--- src/rtl/bcd_accum_pkg.sv ---
// Shared types and helpers for the BCD carry accumulator.
//   bcd_digit_t  : one 4-bit BCD digit
//   BCD_MAX      : largest legal BCD digit value (9)
//   snap_state_t : snapshot handshake FSM states
//   bcd_is_valid : true when a digit is a legal BCD value (0..9)
package bcd_accum_pkg;

    localparam int unsigned BCD_W = 4;

    typedef logic [BCD_W-1:0] bcd_digit_t;

    localparam bcd_digit_t BCD_MAX = 4'd9;

    typedef enum logic {
        SNAP_IDLE  = 1'b0,
        SNAP_VALID = 1'b1
    } snap_state_t;

    function automatic logic bcd_is_valid(input bcd_digit_t d);
        return (d <= BCD_MAX);
    endfunction

endpackage

--- src/rtl/bcd_digit_cell.sv ---
// One BCD digit register of the accumulator cascade.
// Ports:
//   clk, rst   : clock, synchronous active-high reset
//   clr        : synchronous clear to 0
//   inc_en     : increment this digit (carry-in from lower digits)
//   sat_hold   : absorb the increment (saturating build at all-9s)
//   digit      : registered digit value
//   at_max     : digit currently equals 9
//   carry_out  : increment request ripples into the next digit
module bcd_digit_cell
    import bcd_accum_pkg::*;
(
    input  logic       clk,
    input  logic       rst,
    input  logic       clr,
    input  logic       inc_en,
    input  logic       sat_hold,
    output bcd_digit_t digit,
    output logic       at_max,
    output logic       carry_out
);

    assign at_max    = (digit == BCD_MAX);
    assign carry_out = inc_en & at_max;

    // Roll to 0 at 9 or above, so a digit can never leave the BCD range.
    always_ff @(posedge clk) begin
        if (rst) begin
            digit <= '0;
        end else if (clr) begin
            digit <= '0;
        end else if (inc_en && !sat_hold) begin
            if (digit >= BCD_MAX) begin
                digit <= '0;
            end else begin
                digit <= digit + 4'd1;
            end
        end
    end

endmodule

--- src/rtl/bcd_carry_accum.sv ---
// Accumulates decade-counter carry pulses into DIGITS cascaded BCD digits,
// with a ready/valid snapshot port, sticky overflow and a threshold-hit pulse.
// Build option: define BCD_SAT_EN to saturate at all-9s instead of wrapping.
// Ports:
//   clk, rst    : clock, synchronous active-high reset
//   clr         : clear accumulator, ovf and thr_hit (snapshot untouched)
//   cin         : carry pulse from the decade counter
//   lsd_in      : counter live digit, sampled at snapshot capture
//   thr_in      : BCD threshold
//   snap_req    : snapshot request
//   snap_ready  : consumer accepts snapshot
//   snap_valid  : snapshot held
//   snap_data   : {acc, lsd} captured, MSD first
//   acc_out     : live accumulator
//   ovf         : sticky overflow past all-9s
//   thr_hit     : one-cycle pulse on entering acc == thr_in
//   snap_miss   : sticky, request arrived while a snapshot was pending
module bcd_carry_accum
    import bcd_accum_pkg::*;
#(
    parameter int unsigned DIGITS = 4,
    parameter int unsigned DIG_W  = 4
)(
    input  logic                      clk,
    input  logic                      rst,
    input  logic                      clr,
    input  logic                      cin,
    input  logic [DIG_W-1:0]          lsd_in,
    input  logic [DIG_W*DIGITS-1:0]   thr_in,
    input  logic                      snap_req,
    input  logic                      snap_ready,
    output logic                      snap_valid,
    output logic [DIG_W*(DIGITS+1)-1:0] snap_data,
    output logic [DIG_W*DIGITS-1:0]   acc_out,
    output logic                      ovf,
    output logic                      thr_hit,
    output logic                      snap_miss
);

    localparam int unsigned ACC_W = DIG_W * DIGITS;

    logic [ACC_W-1:0]  acc;
    logic [DIGITS-1:0] inc;
    logic [DIGITS-1:0] at_max;
    logic [DIGITS-1:0] carry;
    logic              sat_hold;

`ifdef BCD_SAT_EN
    // At all-9s the pulse is absorbed and every digit holds.
    assign sat_hold = &at_max;
`else
    assign sat_hold = 1'b0;
`endif

    // Ripple carry: digit i increments when cin is set and all lower digits are 9.
    for (genvar i = 0; i < DIGITS; i++) begin : g_digit
        if (i == 0) begin : g_lsd
            assign inc[i] = cin;
        end else begin : g_upper
            assign inc[i] = carry[i-1];
        end

        bcd_digit_cell u_cell (
            .clk       (clk),
            .rst       (rst),
            .clr       (clr),
            .inc_en    (inc[i]),
            .sat_hold  (sat_hold),
            .digit     (acc[i*DIG_W +: DIG_W]),
            .at_max    (at_max[i]),
            .carry_out (carry[i])
        );
    end

    assign acc_out = acc;

    // Carry out of the top digit means cin arrived at all-9s.
    always_ff @(posedge clk) begin
        if (rst) begin
            ovf <= 1'b0;
        end else if (clr) begin
            ovf <= 1'b0;
        end else if (carry[DIGITS-1]) begin
            ovf <= 1'b1;
        end
    end

    // Threshold compare; a non-BCD threshold can never match.
    logic thr_ok_c;
    logic acc_eq_c;
    logic acc_eq_q;

    always_comb begin
        thr_ok_c = 1'b1;
        for (int unsigned i = 0; i < DIGITS; i++) begin
            if (!bcd_is_valid(thr_in[i*DIG_W +: DIG_W])) begin
                thr_ok_c = 1'b0;
            end
        end
        acc_eq_c = thr_ok_c && (acc == thr_in);
    end

    // Edge-detect on equality; on clr remember the pre-clear compare so a
    // clear only pulses when the cleared value newly matches.
    always_ff @(posedge clk) begin
        if (rst) begin
            thr_hit  <= 1'b0;
            acc_eq_q <= 1'b0;
        end else if (clr) begin
            thr_hit  <= 1'b0;
            acc_eq_q <= acc_eq_c;
        end else begin
            thr_hit  <= acc_eq_c & ~acc_eq_q;
            acc_eq_q <= acc_eq_c;
        end
    end

    // Snapshot handshake FSM.
    snap_state_t state;
    snap_state_t state_nxt;
    logic        capture;
    logic        miss_set;

    always_ff @(posedge clk) begin
        if (rst) begin
            state <= SNAP_IDLE;
        end else begin
            state <= state_nxt;
        end
    end

    always_comb begin
        state_nxt = state;
        capture   = 1'b0;
        miss_set  = 1'b0;
        case (state)
            SNAP_IDLE: begin
                if (snap_req) begin
                    state_nxt = SNAP_VALID;
                    capture   = 1'b1;
                end
            end
            SNAP_VALID: begin
                if (snap_ready) begin
                    if (snap_req) begin
                        capture = 1'b1;
                    end else begin
                        state_nxt = SNAP_IDLE;
                    end
                end else if (snap_req) begin
                    miss_set = 1'b1;
                end
            end
            default: state_nxt = SNAP_IDLE;
        endcase
    end

    assign snap_valid = (state == SNAP_VALID);

    // Capture uses the pre-edge accumulator, so cin or clr in the same cycle is not seen.
    always_ff @(posedge clk) begin
        if (rst) begin
            snap_data <= '0;
            snap_miss <= 1'b0;
        end else begin
            if (capture) begin
                snap_data <= {acc, lsd_in};
            end
            if (miss_set) begin
                snap_miss <= 1'b1;
            end
        end
    end

endmodule

--- config.mk ---
export PLATFORM = sky130hd
export DESIGN_NAME = bcd_carry_accum
export DESIGN_NICKNAME = d
export VERILOG_FILES = /design/src/rtl/bcd_accum_pkg.sv /design/src/rtl/bcd_digit_cell.sv /design/src/rtl/bcd_carry_accum.sv
export SDC_FILE = /design/constraint.sdc
export NUM_CORES = 1
export LEC_CHECK = 0
export ABC_AREA = 1
export CORE_MARGIN = 1.5
export CORE_UTILIZATION = 50
export DETAILED_ROUTE_END_ITERATION = 7
export HOLD_SLACK_MARGIN = 0.05
export PLACE_DENSITY_LB_ADDON = 0.3
export SLEW_MARGIN = 10
export SYNTH_ARGS = -nofsm -noshare
export SYNTH_HDL_FRONTEND = slang
export SYNTH_SLANG_ARGS = --single-unit
--- constraint.sdc ---
create_clock -name clk -period 4.25 [get_ports clk]
set_input_delay 0.6375 -clock clk [delete_from_list [all_inputs] [get_ports clk]]
set_output_delay 0.6375 -clock clk [all_outputs]
set_load 0.005 [all_outputs]
==> out/results.ini <==
[routing]
firstDrtPassIters=4
vias=2025
drt_iter0_drc=99
vias_per_cell=4.88
wl_per_cell_um=11.5
drc=0
drt-total-wl_um=4770
ant_nets=0

[floorplanning]
core_area_sq_um=4000
initial_core_util_pct=52.0
rows=23
chipWidth_um=67.5
fp.dieH_um=67.5
io_pins=66
die_area_sq_um=4550

[sta]
maxClockFrequency_mhz=445
report.final.slew_viol_count=0
rsz0062_at_grt=no
setup_tns_ps=0
period_needed_ps=2250
finalHoldViolations=0
setup_viol=0
slew_headroom_pct=42.0
period_share_pct=52.9
fin_worst_skew_ps=7.16
tightest_slew_ps=867

[outcome]
status=complete, no violations

[clock_network]
cts_inserted_buffers=5
clk_latency_ps=300
cts.path.max_buffers=2
path_clk_slew_ps=80
post_cts_buffers=0
hold_buffers=0
cts_tree=built
htree_num_levels=2
cts-root-buf=clkbuf_8
cts_sinks=41
cts_resized=0

[global_route]
track_usage_pct=22.5
first_global_vias=1755
grt_max_degree=37
grt_pass1_wl_um=7690
antenna_found_initial=0
grt_overflow=0

[synth]
async_reset_ff_share_pct=0
yosysTopAreaCellShare_pct=39.5
synth_fp_nets=335
ys_warn_count=0
synth_seq_cells=41
netlist_instances=297
yosys-top-cells-count=nand2_1, nor2_1, dfxtp_1, inv_1, a21oi_1
synth_area_sq_um=2080
seq_area_frac_synth_pct=39.5
synth_cell_types=25
synth_area_per_cell_sq_um=7.00
synth_area_leader_cell=dfxtp_1
synthFlopType=dfxtp_1
ys_top_cells_by_area=dfxtp_1, nand2_1, nor2_1
synth_edf_count=0
yosys.cell_count.top_type=nand2_1

[finish]
nNetsFinal=402
ff_latch_area_sq_um=821
syn_to_final_growth_pct=38.6
drive_gt1_share_pct=5.48
post-route-util_pct=72.1
multiInputGateArea_sq_um=1070
fillCellCount=342
insertedDiodeCount=0

[pwr]
swShare_pct=23.7
switchingPower_w=0.000196
pwr-share-comb_pct=12.8
power.leakage_nw=1.20
intPower_w=0.000632
p_seq_share_pct=48.9
peakVddDrop_uv=299
clkPwrFrac_pct=38.3
p_per_area_nw_per_um2=287

[critical_path]
critPathMaxStageDelay_ps=850
worstPathCellList=clkdlybuf4s50_1 > nor2_2 > inv_1 > or2_2 > nor2_1
path_max_fanout=24
startpoint_type=input pin
cp_top_family=buffers and inverters
crit_buf_inv=2
path_class=input pin to flip-flop
critPathArrivalTime_ps=2500
slowest_stage=clkdlybuf4s50_1
cp-end-kind=flip-flop
crit_required_ps=4500

[flow_run]
drv_cap=0

[placement]
numPortBuffers=65
gp_congestion=0.858
post-dp-hpwl_um=3580

[worst_hold_path]
hold_class=flip-flop to flip-flop

==> power groups by stage <==
stage          clock (W)  sequential [W]  combinational [W]
2_1_floorplan          0        0.000415          0.0000450
3_3_place_gp           0        0.000414           0.000105
3_5_place_dp           0        0.000414           0.000106
4_1_cts         0.000322        0.000405           0.000107
5_1_grt         0.000338        0.000407           0.000119
6_report        0.000317        0.000405           0.000106
==> sequential cells by signal, summed over array words and instances, names as in the netlist <==
name,flops
ovf,1
acc_eq_q,1
snap_valid,1
snap_miss,1
g_digit.u_cell.digit,16
snap_data,20
thr_hit,1
==> through the flow <==
| step | hold slack [ps] | instance area [sq um] | total power [W] | instances | setup WS (ps) |
|---|---|---|---|---|---|
| floorplan | 446 | 2080 | 0.000460 | 297 | 2810 |
| global placement | 438 | 2770 | 0.000518 | 407 | 1700 |
| detailed placement | 442 | 2770 | 0.000520 | 407 | 1680 |
| CTS | 455 | 2880 | 0.000834 | 415 | 1990 |
| global route | 479 | 2880 | 0.000863 | 415 | 1830 |
| finish | 450 | 2880 | 0.000828 | 415 | 2000 |
==> area by class of cell <==
type / instances / area share, %
sequential: 41 / 28.5
tap: 50 / 2.17
multi-input combinational: 208 / 37.2
clock buffer: 5 / 2.39
inverter: 43 / 5.60
clock inverter: 3 / 1.61
timing repair buffer: 65 / 22.6
==> tightest hold or removal path, stage by stage (launching register included) <==
cell and delay (ps):
dfxtp_1 310, inv_1 40, a21oi_1 50
==> per-layer routing <==
layer | track usage [%] | part of all wire [%] | routed length, um
met1 | 28.0 | 46 | 2210
met3 | 7.17 | 6.1 | 292
met5 | 0 | 0 | 0
met2 | 37.4 | 47 | 2250
met4 | 6.12 | 0.42 | 20
==> cells by family (layout without fill, tap and decap cells) <==
group | Yosys count | in the layout | share of synthesized area (%)
XOR/XNOR | 4 | 4 | 1.69
buffers and inverters | 48 | 116 | 8.97
AND/OR/NAND/NOR | 147 | 147 | 29.7
AO/OA/AOI/OAI | 45 | 45 | 12.9
adder cells (fa/ha/maj) | 12 | 12 | 7.22
flip-flops | 41 | 41 | 39.5
==> layout by cell type, fill, tap and decap left out, types with 3 or more instances in the layout <==
master           netlist  final
nand2_1               83     83
clkdlybuf4s50_1        0     65
nor2_1                42     42
dfxtp_1               41     41
inv_1                 40     40
a21oi_1               19     19
a211oi_1              17     17
ha_1                  12     12
nand3_1                8      8
o21ai_0                6      6
clkbuf_8               0      5
inv_2                  3      3
nand2_2                3      3
nand4_1                3      3
xor2_1                 3      3
==> worst paths after layout <==
check	depth (start not counted)	from	end	slack, ps
min	2	snap_miss$_SDFFE_PP0P_	snap_miss$_SDFFE_PP0P_	450
max	5	rst	thr_hit$_SDFF_PP0_	2000
min reg2reg	2	snap_miss$_SDFFE_PP0P_	snap_miss$_SDFFE_PP0P_	450
max reg2reg	9	g_digit[0].u_cell.digit[1]$_SDFFE_PP0P_	g_digit[3].u_cell.digit[3]$_SDFFE_PP0P_	2600
No activity file was read; power rests on OpenSTA's default activity.
